`src/rtl/alu_ctrl_seq.sv`:
```
// Registered ALU control decoder for the multi-cycle datapath.
// Owns the mult/div busy FSM and back-pressures issue while the iterative unit runs.
module alu_ctrl_seq #(
  parameter int OPER_W  = 4,
  parameter int MUL_LAT = 4,
  parameter int DIV_LAT = 32,
  parameter int CNT_W   = 6
) (
  input  logic              clk,
  input  logic              rst,
  input  logic              in_valid,
  output logic              in_ready,
  input  logic [2:0]        alu_op,
  input  logic [5:0]        func,
  output logic              out_valid,
  output logic [OPER_W-1:0] alu_oper,
  output logic              jr,
  output logic              link,
  output logic              shamt_sel,
  output logic [1:0]        hilo_rd,
  output logic              illegal,
  output logic              md_start,
  output logic [1:0]        md_op,
  output logic              md_busy,
  output logic              md_done
);

  localparam logic [3:0] OP_AND  = 4'h0;
  localparam logic [3:0] OP_OR   = 4'h1;
  localparam logic [3:0] OP_ADD  = 4'h2;
  localparam logic [3:0] OP_XOR  = 4'h3;
  localparam logic [3:0] OP_NOR  = 4'h4;
  localparam logic [3:0] OP_SRL  = 4'h5;
  localparam logic [3:0] OP_SUB  = 4'h6;
  localparam logic [3:0] OP_SLT  = 4'h7;
  localparam logic [3:0] OP_SLL  = 4'h8;
  localparam logic [3:0] OP_SRA  = 4'h9;
  localparam logic [3:0] OP_SLTU = 4'hA;
  localparam logic [3:0] OP_LUI  = 4'hB;

  // The counter holds LAT-1 so that md_done lands exactly LAT cycles after md_start.
  localparam logic [CNT_W-1:0] MUL_LOAD = CNT_W'(MUL_LAT - 1);
  localparam logic [CNT_W-1:0] DIV_LOAD = CNT_W'(DIV_LAT - 1);

  typedef enum logic {IDLE, BUSY} state_e;

  state_e            state_q, state_d;
  logic [CNT_W-1:0]  cnt_q, cnt_d;
  logic              accept;

  logic [3:0]        dec_oper;
  logic              dec_jr, dec_link, dec_shamt, dec_illegal, dec_md;
  logic [1:0]        dec_hilo;

  logic              out_valid_q, out_valid_d;
  logic [OPER_W-1:0] alu_oper_q, alu_oper_d;
  logic              jr_q, jr_d, link_q, link_d, shamt_sel_q, shamt_sel_d;
  logic [1:0]        hilo_rd_q, hilo_rd_d;
  logic              illegal_q, illegal_d, md_start_q, md_start_d, md_done_q, md_done_d;
  logic [1:0]        md_op_q, md_op_d;

  assign accept = in_valid && (state_q == IDLE);

  always_comb begin
    dec_oper    = OP_ADD;
    dec_jr      = 1'b0;
    dec_link    = 1'b0;
    dec_shamt   = 1'b0;
    dec_hilo    = 2'b00;
    dec_illegal = 1'b0;
    dec_md      = 1'b0;
    case (alu_op)
      3'b001: dec_oper = OP_SUB;
      3'b011: dec_oper = OP_SLT;
      3'b100: dec_oper = OP_AND;
      3'b101: dec_oper = OP_OR;
      3'b110: dec_oper = OP_LUI;
      3'b111: dec_oper = OP_XOR;
      3'b010: begin
        case (func)
          6'h20, 6'h21: dec_oper = OP_ADD;
          6'h22, 6'h23: dec_oper = OP_SUB;
          6'h24:        dec_oper = OP_AND;
          6'h25:        dec_oper = OP_OR;
          6'h26:        dec_oper = OP_XOR;
          6'h27:        dec_oper = OP_NOR;
          6'h2A:        dec_oper = OP_SLT;
          6'h2B:        dec_oper = OP_SLTU;
          6'h00:        begin dec_oper = OP_SLL; dec_shamt = 1'b1; end
          6'h04:        dec_oper = OP_SLL;
          6'h02:        begin dec_oper = OP_SRL; dec_shamt = 1'b1; end
          6'h06:        dec_oper = OP_SRL;
          6'h03:        begin dec_oper = OP_SRA; dec_shamt = 1'b1; end
          6'h07:        dec_oper = OP_SRA;
          6'h08:        dec_jr = 1'b1;
          6'h09:        begin dec_jr = 1'b1; dec_link = 1'b1; end
          6'h10:        dec_hilo = 2'b10;
          6'h12:        dec_hilo = 2'b01;
          6'h18, 6'h19, 6'h1A, 6'h1B: dec_md = 1'b1;
          default:      dec_illegal = 1'b1;
        endcase
      end
      default: dec_oper = OP_ADD;
    endcase
  end

  always_ff @(posedge clk or posedge rst) begin
    if (rst) begin
      state_q <= IDLE;
      cnt_q   <= '0;
    end else begin
      state_q <= state_d;
      cnt_q   <= cnt_d;
    end
  end

  // The zero check happens before any decrement, so the counter never wraps.
  always_comb begin
    state_d = state_q;
    cnt_d   = cnt_q;
    case (state_q)
      IDLE: begin
        if (accept && dec_md) begin
          state_d = BUSY;
          cnt_d   = func[1] ? DIV_LOAD : MUL_LOAD;
        end
      end
      BUSY: begin
        if (cnt_q == '0) state_d = IDLE;
        else             cnt_d   = cnt_q - 1'b1;
      end
      default: state_d = IDLE;
    endcase
  end

  always_comb begin
    out_valid_d = accept;
    alu_oper_d  = alu_oper_q;
    if (accept) begin
      alu_oper_d      = '0;
      alu_oper_d[3:0] = dec_oper;
    end
    jr_d        = accept && dec_jr;
    link_d      = accept && dec_link;
    shamt_sel_d = accept && dec_shamt;
    hilo_rd_d   = accept ? dec_hilo : 2'b00;
    illegal_d   = accept && dec_illegal;
    md_start_d  = accept && dec_md;
    md_op_d     = (accept && dec_md) ? func[1:0] : md_op_q;
    md_done_d   = (state_q == BUSY) && (cnt_q == '0);
  end

  always_ff @(posedge clk or posedge rst) begin
    if (rst) begin
      out_valid_q <= 1'b0;
      alu_oper_q  <= '0;
      jr_q        <= 1'b0;
      link_q      <= 1'b0;
      shamt_sel_q <= 1'b0;
      hilo_rd_q   <= 2'b00;
      illegal_q   <= 1'b0;
      md_start_q  <= 1'b0;
      md_op_q     <= 2'b00;
      md_done_q   <= 1'b0;
    end else begin
      out_valid_q <= out_valid_d;
      alu_oper_q  <= alu_oper_d;
      jr_q        <= jr_d;
      link_q      <= link_d;
      shamt_sel_q <= shamt_sel_d;
      hilo_rd_q   <= hilo_rd_d;
      illegal_q   <= illegal_d;
      md_start_q  <= md_start_d;
      md_op_q     <= md_op_d;
      md_done_q   <= md_done_d;
    end
  end

  // md_busy follows the state directly so that reset clears it without waiting for a clock.
  assign in_ready  = (state_q == IDLE);
  assign md_busy   = (state_q == BUSY);
  assign out_valid = out_valid_q;
  assign alu_oper  = alu_oper_q;
  assign jr        = jr_q;
  assign link      = link_q;
  assign shamt_sel = shamt_sel_q;
  assign hilo_rd   = hilo_rd_q;
  assign illegal   = illegal_q;
  assign md_start  = md_start_q;
  assign md_op     = md_op_q;
  assign md_done   = md_done_q;

endmodule
```
`config.mk`:
```
export PLATFORM = sky130hd
export DESIGN_NAME = alu_ctrl_seq
export DESIGN_NICKNAME = d
export VERILOG_FILES = /design/src/rtl/alu_ctrl_seq.sv
export SDC_FILE = /design/constraint.sdc
export NUM_CORES = 1
export LEC_CHECK = 0
export CELL_PAD_IN_SITES_DETAIL_PLACEMENT = 1
export CELL_PAD_IN_SITES_GLOBAL_PLACEMENT = 1
export CORE_MARGIN = 3
export CORE_UTILIZATION = 39
export DETAILED_ROUTE_END_ITERATION = 8
export HOLD_SLACK_MARGIN = 0.06
export MAX_ROUTING_LAYER = met4
export PLACE_DENSITY = 0.85
export SYNTH_ARGS = -nofsm -noshare
export SYNTH_HDL_FRONTEND = slang
export SYNTH_SLANG_ARGS = --single-unit
```
`constraint.sdc`:
```
create_clock -name clk -period 4 [get_ports clk]
set_input_delay 0.8 -clock clk [delete_from_list [all_inputs] [get_ports clk]]
set_output_delay 0.8 -clock clk [all_outputs]
set_load 0.02 [all_outputs]
```
==> reports/results.txt <==
Status -> complete, no violations
Synth Cell Area -> 0.00115 sq mm
Root buffer cell -> clkbuf_4
Largest net degree at the start of global routing -> 23
CP max FO -> 8
Asr flop ratio synth -> 100%
DR vias -> 1,006
Min Tclk post-route -> 2.68 ns
1st-pass router iterations -> 4
Setup TNS -> 0 ns
Final Max Tran Viols -> 0
Leakage -> 0.638 nW
Netlist cell types -> 39
Max_slew headroom -> 41.7%
Postcts setup bufs -> 0
CTS sink cnt -> 22
Clk Latency, worst-skew pair -> 0.31 ns
Wire per inst -> 16.7 microns
CTS tree -> built
Reg-to-Reg Start -> md_busy
All-Layer GR Usage -> 18.5%
Final ANT Viol Nets -> 0
CTS buffer count -> 3
Largest family of logic cells by synthesized area -> simple AND/OR/NAND/NOR gates
FF+latch count, synth -> 22
Fin. Hold Viols -> 0
Initial antenna violation count -> 0
Global route overflow -> 0
Simple-Gate Fraction of Synth Area -> 24.2%
Critical path origin -> alu_op[1]
Ys flop type -> dfrtp_1
Pre-CTS WS -> 0.991 ns
Area growth, synth to finish -> 26.8%
Port Buffers -> 28
Seq/Total Area, Yosys -> 47.9%
Die width -> 60.3 microns
Hold-critical path depth -> 2
Final nets -> 160
R2R cell count -> 4
Area leader, netlist -> dfrtp_1
Area share of fa/ha/maj cells after synthesis -> 1.09%
Mean Syn Cell Area -> 9.50 sq um
Worst Setup EP -> cnt_q[3]
Initial core utilization -> 41.3%
Multiplexer area fraction after synthesis -> 5.98%
F_max -> 373 MHz
RSZ-0062 raised after global routing -> false
Final Wtd Congestion -> 0.870
Synth warn -> 0
CP endpoint kind -> flip-flop
Vias per inst -> 5.72
First-pass GRT wire length -> 4.84 mm
Antenna cells -> 0
Top cell type's share of synthesized area -> 47.9%
Worst-Margin Slew -> 0.874 ns
WL final -> 2.93 mm
Area of the die -> 0.00364 sq mm
Crit path arrival time -> 2.89 ns
Hold crit path type -> flip-flop to flip-flop
PnR worst setup slack -> 1.32 ns
Top cells by area, synth -> dfrtp_1 48%, nand2_1 4.2%, o21ai_0 3.0%
Core ar. -> 0.00278 sq mm
Max rail drop VDD -> 0.411 mV
# fillers -> 322
CP Class -> input pin to flip-flop
Post-synth EDFFs -> 0
Share of cells above drive strength 1 -> 6.90%
Initial DRC count -> 26
Finish-stage setup viols -> 0
Clk buf depth -> 2
PwrDens -> 509 mW/mm^2
Post-CTS Resized -> 0
Syn Nets -> 134
Reg2reg end -> cnt_q[3]
Mapped Cells -> 121
Final Cycle Share -> 66.9%
H-tree levels -> 1
Hold Buf Count CTS -> 0
Clock-pin slew on the worst setup and hold paths -> 0.13 ns
# IOs -> 29
Die Ht -> 60.3 microns
Core Rows -> 19
Vias in the first global route -> 1,035
Worst Skew -> 0.00385 ns
Worst EP required -> 4.21 ns
Compound-Gate Fraction of Synth Area -> 14.3%
Total of max-cap violations -> 0
Hpwl dp -> 2.23 mm
CP Launch Type -> input pin
DRC viols -> 0
Xor and xnor area share after synthesis -> 0.762%
R2r setup slk -> 1.83 ns
-- worst min-delay path by stage --
stage,from,endpoint,slack [ns]
2_1_floorplan,cnt_q[5],md_done,0.48
3_3_place_gp,alu_oper[1],alu_oper[1],0.47
3_5_place_dp,md_op[1],md_op[1],0.48
4_1_cts,md_op[1],md_op[1],0.50
5_1_grt,md_op[1],md_op[1],0.54
6_report,md_op[1],md_op[1],0.50
-- metal layers --
metal / GRT usage, % / wire, microns / vias to the layer above
li1: - / - / 477
met1: 22.4 / 1300 / 497
met2: 30.9 / 1480 / 26
met3: 2.59 / 103 / 6
met4: 6.96 / 48 / 0
met5: - / 0 / -
-- layout by cell type, fill, tap and decap left out, types with 4 or more instances in the layout --
master / n
a21oi_1: 5
inv_1: 8
o21ai_0: 7
nor2b_1: 4
nor4_1: 4
clkdlybuf4s50_1: 28
nand2_1: 13
dfrtp_1: 22
nor2_1: 8
nand2b_1: 4
nand3_1: 4
-- layout make-up --
| cell class | instances | area, sq um | share of cell area (%) |
|---|---|---|---|
| sequential | 22 | 551 | 37.8 |
| multi-input combinational | 83 | 532 | 36.5 |
| timing repair buffer | 28 | 280 | 19.2 |
| tap | 31 | 38.8 | 2.66 |
| inverter | 9 | 33.8 | 2.32 |
| clock buffer | 3 | 22.5 | 1.55 |
-- state kept, by name (all words and copies together) (netlist names) --
name and flops:
alu_oper 4, cnt_q 6, illegal 1, out_valid 1, jr 1, hilo_rd 2, shamt_sel 1, md_start 1
md_done 1, md_busy 1, link 1, md_op 2
-- power by group --
group          switching, mW  internal (mW)  total, mW  leakage [nW]
Sequential            0.0527          0.277      0.330         0.288
Combinational          0.162          0.147      0.309         0.336
Clock                 0.0686         0.0352      0.104        0.0138
Total                  0.283          0.459      0.743         0.638
-- synth_stat cells, types with 2 or more instances --
| library cell | number |
|---|---|
| dfrtp_1 | 22 |
| nand2_1 | 13 |
| inv_1 | 8 |
| nor2_1 | 8 |
| o21ai_0 | 7 |
| clkbuf_1 | 6 |
| a21oi_1 | 5 |
| nand2b_1 | 4 |
| nand3_1 | 4 |
| nor2b_1 | 4 |
| nor4_1 | 4 |
| mux2_2 | 3 |
| nor3_1 | 3 |
| a32o_1 | 2 |
| and3_1 | 2 |
| mux2i_1 | 2 |
| o211ai_1 | 2 |
-- critical path, cell delays in order --
cell and delay (ns):
clkdlybuf4s50_1 0.54, or3b_4 0.42, or4_4 0.56, mux2_4 0.32, mux2_2 0.25
-- through the flow --
step	hold slack, ns	utilization, %	total power, mW	instances	instance area [sq um]
after global placement	0.472	51.6	0.623	173	1440
after floorplan	0.481	-	0.516	121	1150
final	0.503	52.4	0.743	176	1460
after CTS	0.505	52.4	0.746	176	1460
after global routing	0.536	52.4	0.794	176	1460
after detailed placement	0.475	51.6	0.643	173	1440
-- kinds of logic (layout without fill, tap and decap cells) --
group                      after synthesis  count (layout)
buffers and inverters                   16              40
and+or+nand+nor                         50              50
muxes                                    6               6
xor gates and xnor gates                 1               1
AOI/OAI and AO/OA                       25              25
adders and majority gates                1               1
DFF                                     22              22
Power figures use the tool's default switching activity.
